`src/rtl/ascii_sym_stream_decoder.sv`:
```
// ASCII byte stream to calculator-key symbol decoder with an output FIFO.
// Optional CR/LF folding is enabled with `define ASCII_SYM_CRLF_EN.
`ifndef DAU_SYM_WIDTH
`define DAU_SYM_WIDTH 5
`endif
`ifndef DAU_SYM_INVALID
`define DAU_SYM_INVALID 5'h1E
`endif

module ascii_sym_stream_decoder #(
  parameter int FIFO_DEPTH    = 8,
  parameter int EXT_OPS       = 0,
  parameter int DROP_INVALID  = 1,
  parameter int ERR_CNT_WIDTH = 8
) (
  input  logic                          i_clk,
  input  logic                          i_rst_n,
  input  logic                          i_clear,
  input  logic [7:0]                    i_char,
  input  logic                          i_valid,
  output logic                          o_ready,
  output logic [`DAU_SYM_WIDTH-1:0]     o_symbol,
  output logic                          o_valid,
  input  logic                          i_ready,
  output logic [$clog2(FIFO_DEPTH):0]   o_count,
  output logic [ERR_CNT_WIDTH-1:0]      o_err_cnt
);
  localparam int AW = $clog2(FIFO_DEPTH);
  localparam int CW = AW + 1;
  localparam int SW = `DAU_SYM_WIDTH;

  logic [SW-1:0]            mem_q [FIFO_DEPTH];
  logic [AW-1:0]            wr_ptr_q, rd_ptr_q;
  logic [CW-1:0]            cnt_q, cnt_d;
  logic [ERR_CNT_WIDTH-1:0] err_q;

  logic          map_ok, lf_skip, accept, push, pop, bad;
  logic [SW-1:0] map_sym, push_sym;

  // Digits and operators share the encoding {1, low nibble of the ASCII code}.
  always_comb begin
    map_ok  = 1'b0;
    map_sym = '0;
    if (i_char == 8'h0D) begin
      map_ok  = 1'b1;
      map_sym = SW'(5'h0D);
    end else if ((i_char[7:4] == 4'h3 && i_char[3:0] <= 4'h9) ||
                 (i_char >= 8'h2B && i_char <= 8'h2D) ||
                 (EXT_OPS != 0 && (i_char == 8'h2A || i_char == 8'h2F))) begin
      map_ok  = 1'b1;
      map_sym = SW'({1'b1, i_char[3:0]});
    end
`ifdef ASCII_SYM_CRLF_EN
    else if (i_char == 8'h0A) begin
      map_ok  = 1'b1;
      map_sym = SW'(5'h0D);
    end
`endif
  end

`ifdef ASCII_SYM_CRLF_EN
  logic cr_q;
  // An LF directly after a CR is the tail of a CRLF pair and carries no key.
  assign lf_skip = cr_q && (i_char == 8'h0A);

  always_ff @(posedge i_clk or negedge i_rst_n) begin
    if (!i_rst_n)     cr_q <= 1'b0;
    else if (i_clear) cr_q <= 1'b0;
    else if (accept)  cr_q <= (i_char == 8'h0D);
  end
`else
  assign lf_skip = 1'b0;
`endif

  assign o_valid  = (cnt_q != '0);
  assign o_ready  = (cnt_q != CW'(FIFO_DEPTH)) && !i_clear;
  assign accept   = i_valid && o_ready;
  assign pop      = o_valid && i_ready && !i_clear;
  assign bad      = accept && !lf_skip && !map_ok;
  assign push     = accept && !lf_skip && (map_ok || DROP_INVALID == 0);
  assign push_sym = map_ok ? map_sym : SW'(`DAU_SYM_INVALID);
  assign o_symbol = o_valid ? mem_q[rd_ptr_q] : '0;
  assign o_count  = cnt_q;
  assign o_err_cnt = err_q;

  always_comb begin
    cnt_d = cnt_q;
    if (push && !pop)      cnt_d = cnt_q + CW'(1);
    else if (pop && !push) cnt_d = cnt_q - CW'(1);
  end

  always_ff @(posedge i_clk or negedge i_rst_n) begin
    if (!i_rst_n) begin
      wr_ptr_q <= '0;
      rd_ptr_q <= '0;
      cnt_q    <= '0;
      err_q    <= '0;
    end else if (i_clear) begin
      wr_ptr_q <= '0;
      rd_ptr_q <= '0;
      cnt_q    <= '0;
      err_q    <= '0;
    end else begin
      cnt_q <= cnt_d;
      if (push) wr_ptr_q <= wr_ptr_q + AW'(1);
      if (pop)  rd_ptr_q <= rd_ptr_q + AW'(1);
      if (bad && err_q != '1) err_q <= err_q + ERR_CNT_WIDTH'(1);
    end
  end

  // Storage needs no reset: o_symbol is masked while the FIFO is empty.
  always_ff @(posedge i_clk) begin
    if (push) mem_q[wr_ptr_q] <= push_sym;
  end
endmodule
```
`config.mk`:
```
export PLATFORM = sky130hd
export DESIGN_NAME = ascii_sym_stream_decoder
export DESIGN_NICKNAME = d
export VERILOG_FILES = /design/src/rtl/ascii_sym_stream_decoder.sv
export SDC_FILE = /design/constraint.sdc
export NUM_CORES = 1
export LEC_CHECK = 0
export CAP_MARGIN = 20
export CORE_MARGIN = 1
export CORE_UTILIZATION = 56
export CTS_CLUSTER_DIAMETER = 60
export DETAILED_ROUTE_END_ITERATION = 12
export PLACE_DENSITY = 0.87
export REMOVE_ABC_BUFFERS = 1
export SETUP_SLACK_MARGIN = 0.4
export SLEW_MARGIN = 0
export SYNTH_ARGS = -nofsm -noshare
export SYNTH_HDL_FRONTEND = slang
export SYNTH_SLANG_ARGS = --single-unit
```
`constraint.sdc`:
```
create_clock -name i_clk -period 3.8 [get_ports i_clk]
set_input_delay 0.57 -clock i_clk [delete_from_list [all_inputs] [get_ports i_clk]]
set_output_delay 0.57 -clock i_clk [all_outputs]
set_load 0.02 [all_outputs]
```
After elaboration in Yosys (flattened, before gate mapping)
Memories as Yosys holds them, arrays and structs flattened.
Cells that the tools add are included.

storage, ports and cells
  bits in registers = 18
  bits in writable memories = 40
  bits of input ports = 13
  output and inout bits = 19
  word-level logic and storage cells = 55
  memories kept = 1

memory list
  memory  words  width  read ports  clocked after memory_dff  write ports  RTL line  RTL
  mem_q   8      5      1           0                         1            32        logic [SW-1:0] mem_q [FIFO_DEPTH];

cells by class
  add/subtract/negate cells = 5
  magnitude comparators = 3
  equal/unequal tests = 4
  mux-type cells = 17
  reductions and logical operators = 21

operator list
  cell                                                                               count
  5-bit 2-to-1 mux                                                                   4
  8-bit 2-to-1 mux                                                                   2
  3-bit 2-to-1 mux                                                                   4
  4-bit 2-to-1 mux                                                                   3
  1-bit logical AND                                                                  11
  8-bit by 1-bit adder with 8-bit output (second input constant)                     1
  8-bit by 4-bit equality test with 1-bit output (second input constant)             1
  8-bit by 6-bit >= comparator with 1-bit output (second input constant)             1
  8-bit by 6-bit less-or-equal comparator with 1-bit output (second input constant)  1
  8-bit != test (second input constant)                                              1
  3-bit by 1-bit adder with 3-bit output (second input constant)                     2
  2-bit nonzero test                                                                 3
  4-bit by 1-bit adder with 4-bit output (second input constant)                     1
  4-bit by 2-bit equality test with 1-bit output (second input constant)             1
  4-bit less-or-equal comparator (second input constant)                             1
  1-bit logical NOT                                                                  4
  1-bit 2-to-1 mux                                                                   4
  4-bit != test (second input constant)                                              1
  4-bit nonzero test                                                                 1
  4-bit by 1-bit subtractor with 4-bit output (second input constant)                1
  3-bit nonzero test                                                                 1
  1-bit logical OR                                                                   1

Depth between registers and ports, before layout
Gate-level depths: netlist (run 1).

  depth after elaboration = 11
  depth in mapped cells = 11
  depth with buffers taken out = 10

Worst setup path after synthesis (run 1)
No wires, ideal clock.

  path type = input port to flip-flop
  start = in i_char[4]
  end = reg cnt_q[3] (netlist: o_count[3])
  library setup time = 0.090 ns
  arrival time = 3.155 ns
  data required time = 3.710 ns
  slack = 0.555 ns
  stages on the path = 10
  buffers on the path = 0
  cells stage by stage = or4b_4 -> a31oi_4 -> o21ai_4 -> or2_2 -> ha_1 -> a21o_1 -> a21o_1 -> or4_1 -> o2111a_1 -> o2111ai_1

on the way
  cells in the longest elaborated chain, start to end = 9
  elaborated cells on any way between the ends = 16
  classes of those cells = 2 x order compare; 2 x eq/ne; 4 x mux; 8 x reduce/logical

RTL lines
  what                                                                    RTL line  RTL
  start, declared                                                         19        input logic [7:0] i_char,
  8-bit by 6-bit >= comparator with 1-bit output (tied with other cells)  48        (i_char >= 8'h2B && i_char <= 8'h2D) ||
  1-bit logical AND, on equally long branches                             48, 47
  1-bit logical OR                                                        47        end else if ((i_char[7:4] == 4'h3 && i_char[3:0] <= 4'h9) ||
  1-bit 2-to-1 mux                                                        47
  1-bit 2-to-1 mux *                                                      44        if (i_char == 8'h0D) begin
  1-bit logical AND *                                                     80        assign push = accept && !lf_skip && (map_ok || DROP_INVALID == 0);
  1-bit logical AND or 1-bit logical NOT (tied branches)                  88, 89
  4-bit 2-to-1 mux or 1-bit logical AND (tied branches)                   88, 89
  4-bit 2-to-1 mux or 3-bit nonzero test (tied branches)                  -
  end signal, assigned                                                    104       cnt_q <= cnt_d;
  end, declared                                                           34        logic [CW-1:0] cnt_q, cnt_d;

Mark *: on every way between the ends. The rest lies on a longest branch, timed or not.
A chain may end at the register's enable or synchronous reset.

Worst setup path after layout (run 1)
  start = reg cnt_q[1] (netlist: o_count[1])
  end = reg cnt_q[3] (netlist: o_count[3])

on the way
  cells in the longest elaborated chain, start to end = 7
  elaborated cells on any way between the ends = 17
  classes of those cells = 2 x add/sub; 1 x eq/ne; 3 x mux; 11 x reduce/logical

RTL lines
  what
  branches (longest 7 deep; another with 4-bit by 1-bit subtractor with 4-bit output)

Several ways; the timed one is not identified. The select of a mux whose other input is x is not followed.

==> results.tsv, run 1 <==
stage	metric	value	unit
logic_synthesis	syn_inst	213	
cells_and_area	final_cells	333	
timing	fmax	314	MHz
logic_synthesis	synth-seq-cells	58	
timing	maxSlewViolCount	0	
global_route	grtUsageTotal	22.5	%
placed_design	finalWeightedCongestion	0.748	
critical_path	crit_family	compound AO/OA/AOI/OAI gates	
floorplan	die_w	73.7	µm
critical_path	cp_common_cell	a21o_1	
critical_path	cp-end-kind	flip-flop	
cells_and_area	drive_gt1_share	20.7	%
clock_network	htreeDepth	3	
logic_synthesis	async_flop_share	31.0	%
hold_path	hp-start	o_err_cnt[4]	
routing	routedWlPerCell	16.9	µm
logic_synthesis	ys_warn_count	0	
routing	drcViolationCount	0	
cells_and_area	synthToLayoutAreaGrowth	25.2	%
critical_path	crit_chain	o41ai_2, nor2_1, or2_4, ha_1, a21o_1, a21o_1, or4_1, o2111a_1, o2111ai_1	
timing	setup_violations	0	
routing	ant_nets	0	
power_and_ir_drop	p_leak	1.41	nW
routing	drtIter0Drc	173	
timing	tightest_slew	0.857	ns
global_route	grt_pass1_wl	8.65	mm
clock_network	clk_pin_slew	0.07	ns
global_route	grt_pass1_vias	1788	
global_route	grt-ovfl-total	0	
timing	hold_viol	0	
critical_path	crit_start	o_count[1]	
critical_path	critPathLaunchType	flip-flop	
placed_design	dp.cells	313	
timing	setup_tns	0	ns
logic_synthesis	netlist_area	0.00288	mm²
cells_and_area	final_common_cell	edfxtp_1	
power_and_ir_drop	powerDensity	593	mW/mm²
placed_design	port_buffers	31	
cells_and_area	final_util	74.4	%
critical_path	worstReg2RegStart	o_count[1]	
global_route	grt_max_degree	30	
timing	whs	0.578	ns
clock_network	cts_tree	yes	
placed_design	hpwlAfterDp	3.87	mm
run_status	status	completed	
global_route	antenna_found_initial	0	
timing	min_period	3.19	ns
critical_path	cp.buffers_inverters	0	
timing	post-route-period-util	83.9	%
timing	skew	0.00911	ns
critical_path	crit_required	4.04	ns
timing	slew_headroom	42.7	%
floorplan	core	0.00485	mm²
routing	vias_per_cell	5.69	
routing	dr.pass1.iters	4	
clock_network	clockBufferDepth	2	
cells_and_area	final_cell_mix	edfxtp_1, clkdlybuf4s50_1, nor2_1	
logic_synthesis	yosys.cell_types.count	55	
cells_and_area	num_antenna_cells	0	
logic_synthesis	seq_area_frac_synth	57.3	%
floorplan	die_h	73.7	µm
routing	vias	1896	
clock_network	numCtsBuffers	9	
clock_network	cts_hold_buf	0	
clock_network	clockRootBuffer	clkbuf_8	
cells_and_area	ff_latch_area	0.00165	mm²
critical_path	cp_slowest_cell	o41ai_2	
floorplan	row_count	25	
cells_and_area	nNetsFinal	280	
power_and_ir_drop	irDropWorstVdd	0.000416	V
critical_path	path_max_fanout	8	
power_and_ir_drop	p_total	2.14	mW
critical_path	worstSetupPathType	flip-flop to flip-flop	
critical_path	arrival	3.43	ns
routing	finalWirelength	5.63	mm
cells_and_area	multi_input_area	0.00118	mm²
floorplan	die_area	0.00543	mm²
flow_run	cap_violations	0	
floorplan	io_pins	32	
logic_synthesis	synth_area_leaders	edfxtp_1, dfrtp_1, mux4_2	
timing	rsz0062_at_grt	false	
logic_synthesis	synth_top_area_cell	edfxtp_1	
logic_synthesis	synth_edf_count	40	
clock_network	clock-sinks	58	
logic_synthesis	syn_area_per_cell	13.5	µm²
logic_synthesis	synthFlopType	edfxtp_1	
logic_synthesis	synth_top_area_share	41.7	%
clock_network	insertion_delay	0.33	ns
floorplan	start_util	59.4	%
cells_and_area	nFillCells	302	
hold_path	hold_class	flip-flop to flip-flop	
critical_path	cp_slowest_stage_delay	0.78	ns
[sequential cells by signal (all words and copies together) (netlist names)]
register and cells:
rd_ptr_q 3, o_err_cnt 8, mem_q 40, wr_ptr_q 3, o_count 4
[stage by stage]
step                      cell area (µm²)  worst slack [ns]
after global routing                 3610             0.475
after global placement               3320             0.175
after floorplan                      2840             0.557
after CTS                            3570             0.405
after detailed placement             3320            0.0445
final                                3610             0.613
[cell type report]
cell class                      instances  area share [%]
Tap cell                               67            2.32
Clock inverter                          7            3.23
Multi-Input combinational cell        140            32.6
Clock buffer                            9            3.43
Sequential cell                        58            45.8
Inverter                                6           0.624
Timing Repair Buffer                   46            12.0
[logic make-up after synthesis]
logic type | share of synthesized area, %
adder cells (fa/ha/maj) | 2.87
XOR/XNOR | 2.39
AO/OA/AOI/OAI | 6.69
AND/OR/NAND/NOR | 16.2
multiplexers | 12.5
buffers and inverters | 2.04
flip-flops | 57.3
[repair_timing]
item                       4_1_cts  5_1_grt
gates resized for setup          0        6
buffers inserted                 1        3
pin swaps                        1        2
setup endpoints to repair        1        1
[routing by layer]
metal	wire [µm]	up-vias	global-route usage [%]
li1	-	902	-
met1	2390	929	28.3
met2	2890	57	36.2
met3	255	8	7.82
met4	89	0	8.33
met5	0	-	0
[power by group]
part	internal, mW	total (mW)	switching (mW)
registers	0.700	0.786	0.0852
logic	0.359	0.666	0.308
clock network	0.435	0.685	0.250
[path summary, 6_finish.rpt]
kind	endpoint	slack, ns	cells past startpoint
worst max-delay path	o_count[3]	0.61	9
worst min-delay path	o_err_cnt[4]	0.58	1
worst max register to register	o_count[3]	0.61	9
worst min register to register	o_err_cnt[4]	0.58	1
max in group asynchronous	wr_ptr_q[0]	2.54	1
min in group asynchronous	o_err_cnt[7]	0.72	1
[cell usage after synthesis, types with 4 or more instances]
library cell	instances
nand3_1	4
inv_1	6
nor2b_1	7
a21oi_1	4
nor3_1	4
nand2_1	8
edfxtp_1	40
ha_1	5
nor2_1	25
dfrtp_1	18
clkbuf_1	5
mux2i_1	9
nand2b_1	4
mux4_2	10
(Power assumes the default switching activity.)
==> run 2, diff against run 1 <==
clock period = 2.95 ns   (was 3.8 ns; I/O delays follow)
==> run 2 against run 1 <==
Sequential power increased by 22%; clock-buffer cell count unchanged; register-to-register slack got worse by 0.48 ns; largest cell class unchanged; wire length increased by 12%; flip-flop and latch count unchanged; setup slack got worse by 0.50 ns; cell count increased by 8.4%; total power increased by 34%; sequential share of layout area decreased by 2.4 points; combinational power increased by 71%; utilization increased by 4.3 points.
==> results.tsv, run 2 (synthesis results as in run 1) <==
stage	metric	value	unit	change
routing	drcViolationCount	0		unchanged
clock_network	clk_pin_slew	0.07	ns	about the same
critical_path	cp_slowest_stage_delay	0.55	ns	-0.23 ns
cells_and_area	nNetsFinal	308		+10%
cells_and_area	largest_reg_flops	40		unchanged
placed_design	hpwlAfterDp	4.12	mm	+6.4%
routing	drtIter0Drc	199		+15%
hold_path	hold-path-endpoint	o_err_cnt[4]		
timing	min_period	2.84	ns	
routing	vias	2098		+11%
critical_path	worst-r2r-cell-count	13		+4
floorplan	die_h	73.7	µm	unchanged
cells_and_area	final_util	78.7	%	+4.3 points
power_and_ir_drop	irDropWorstVdd	0.000485	V	+17%
routing	ant_nets	0		unchanged
clock_network	numCtsBuffers	9		unchanged
hold_path	whs_path_depth	1		unchanged
routing	vias_per_cell	5.81		+2.1%
cells_and_area	regMostFlops	mem_q		
clock_network	insertion_delay	0.33	ns	about the same
floorplan	start_util	59.4	%	unchanged
clock_network	cts_tree	yes		
global_route	grt_pass1_wl	9.82	mm	+13%
flow_run	cap_violations	0		unchanged
critical_path	arrival	3.09	ns	-0.34 ns
cells_and_area	synthToLayoutAreaGrowth	32.5	%	
cells_and_area	multi_input_area	0.00122	mm²	+3.6%
timing	slew_headroom	41.8	%	-0.87 points
timing	setup_violations	0		unchanged
placed_design	port_buffers	31		unchanged
cells_and_area	final_cell_mix	edfxtp_1, buf_4, nor2_1		
timing	skew	0.00791	ns	-0.00120 ns
clock_network	clockBufferDepth	2		unchanged
floorplan	die_area	0.00543	mm²	unchanged
global_route	grt-ovfl-total	0		unchanged
critical_path	worstReg2RegStart	o_count[2]		
cells_and_area	drive_gt1_share	30.6	%	+9.9 points
routing	routedWlPerCell	17.5	µm	+3.4%
routing	dr.pass1.iters	4		unchanged
routing	finalWirelength	6.31	mm	+12%
global_route	grt_pass1_vias	2014		+13%
placed_design	place_ws	-0.657	ns	-0.701 ns
critical_path	worstSetupPathType	input port to flip-flop		
critical_path	crit_required	3.20	ns	-0.84 ns
critical_path	path_max_fanout	3		-5
timing	setup_tns	0	ns	unchanged
clock_network	htreeDepth	3		unchanged
floorplan	row_count	25		unchanged
timing	fin_ws	0.113	ns	-0.501 ns
cells_and_area	nFillCells	272		-9.9%
critical_path	cp-end-kind	flip-flop		
critical_path	critPathLaunchType	input port		
critical_path	cp_slowest_cell	or4b_4		
critical_path	crit_chain	buf_6, or4b_4, a31oi_4, o21ai_4, or2_4, ha_4, a21o_1, a21o_1, buf_6, buf_4, or4b_4, o2111a_1, o2111ai_2		
power_and_ir_drop	p_leak	1.54	nW	+8.9%
timing	rsz0062_at_grt	true		
clock_network	clockRootBuffer	clkbuf_8		
clock_network	cts_hold_buf	0		unchanged
timing	tightest_slew	0.870	ns	+0.0130 ns
timing	post-route-period-util	96.2	%	
timing	hold_viol	0		unchanged
critical_path	rr_endpoint	o_count[3]		
floorplan	io_pins	32		unchanged
critical_path	reg2reg_slack	0.13	ns	-0.48 ns
hold_path	hold_class	flip-flop to flip-flop		
placed_design	finalWeightedCongestion	0.773		+3.3%
floorplan	die_w	73.7	µm	unchanged
clock_network	clock-sinks	58		unchanged
hold_path	hp-start	o_err_cnt[4]		
run_status	status	completed		
global_route	grt_max_degree	29		-3.3%
global_route	antenna_found_initial	0		unchanged
floorplan	core	0.00485	mm²	unchanged
cells_and_area	final_common_cell	edfxtp_1		
cells_and_area	ff_latch_area	0.00166	mm²	+0.23%
cells_and_area	num_antenna_cells	0		unchanged
global_route	grtUsageTotal	25.3	%	+2.8 points
timing	maxSlewViolCount	0		unchanged
power_and_ir_drop	powerDensity	751	mW/mm²	+27%
timing	fmax	352	MHz	
==> run 2: worst max path at each step <==
stage	from	end	slack (ns)	depth (start not counted)
after floorplan	i_char[4]	o_count[3]	-0.17	10
after global placement	i_char[4]	o_count[3]	-0.53	11
after detailed placement	i_char[4]	o_count[3]	-0.66	11
after CTS	i_char[7]	o_count[3]	0.14	11
after global routing	i_char[6]	o_count[3]	0.06	13
final	i_char[7]	o_count[3]	0.11	13
==> run 2: critical path, delay by kind of cell <==
kind	cells	cell delay [ns]
AND/OR/NAND/NOR	3	1.28
AO/OA/AOI/OAI	6	0.79
buffers and inverters	3	0.31
adder cells (fa/ha/maj)	1	0.26
==> run 2: timing repair <==
| action | 4_1_cts | 5_1_grt |
|---|---|---|
| resized for setup | 35 | 8 |
| pin swaps | 13 | 10 |
| setup endpoints to repair | 8 | 2 |
| buffers inserted | 14 | 1 |
==> run 2: area by class of cell <==
class	instances	share of cell area (%)
clock buffer	9	3.25
sequential	58	43.4
tap	67	2.20
inverter	6	0.590
multi-input combinational	140	31.9
clock inverter	7	2.20
timing repair buffer	74	16.5
==> run 2: metal layers <==
layer / up-vias / part of all wire [%] / GRT usage (%)
met2: 93 / 52 / 42.3
met4: 0 / 1.7 / 10.3
met3: 12 / 5.9 / 6.31
li1: 964 / - / -
met5: - / 0 / 0
met1: 1029 / 40 / 31.6
==> run 2: metrics by stage <==
step | hold slack [ns] | total power [mW] | std cells | instance area [µm²]
5_1_grt | 0.574 | 3.00 | 361 | 3820
3_5_place_dp | 0.549 | 1.89 | 330 | 3450
4_1_cts | 0.558 | 2.78 | 360 | 3770
2_1_floorplan | 0.147 | 1.52 | 204 | 2840
3_3_place_gp | 0.519 | 1.86 | 330 | 3450
6_report | 0.558 | 2.87 | 361 | 3820
==> run 2: power breakdown <==
group          internal [mW]  switching [mW]
logic                  0.593           0.543
clock network          0.465           0.308
registers              0.907          0.0512
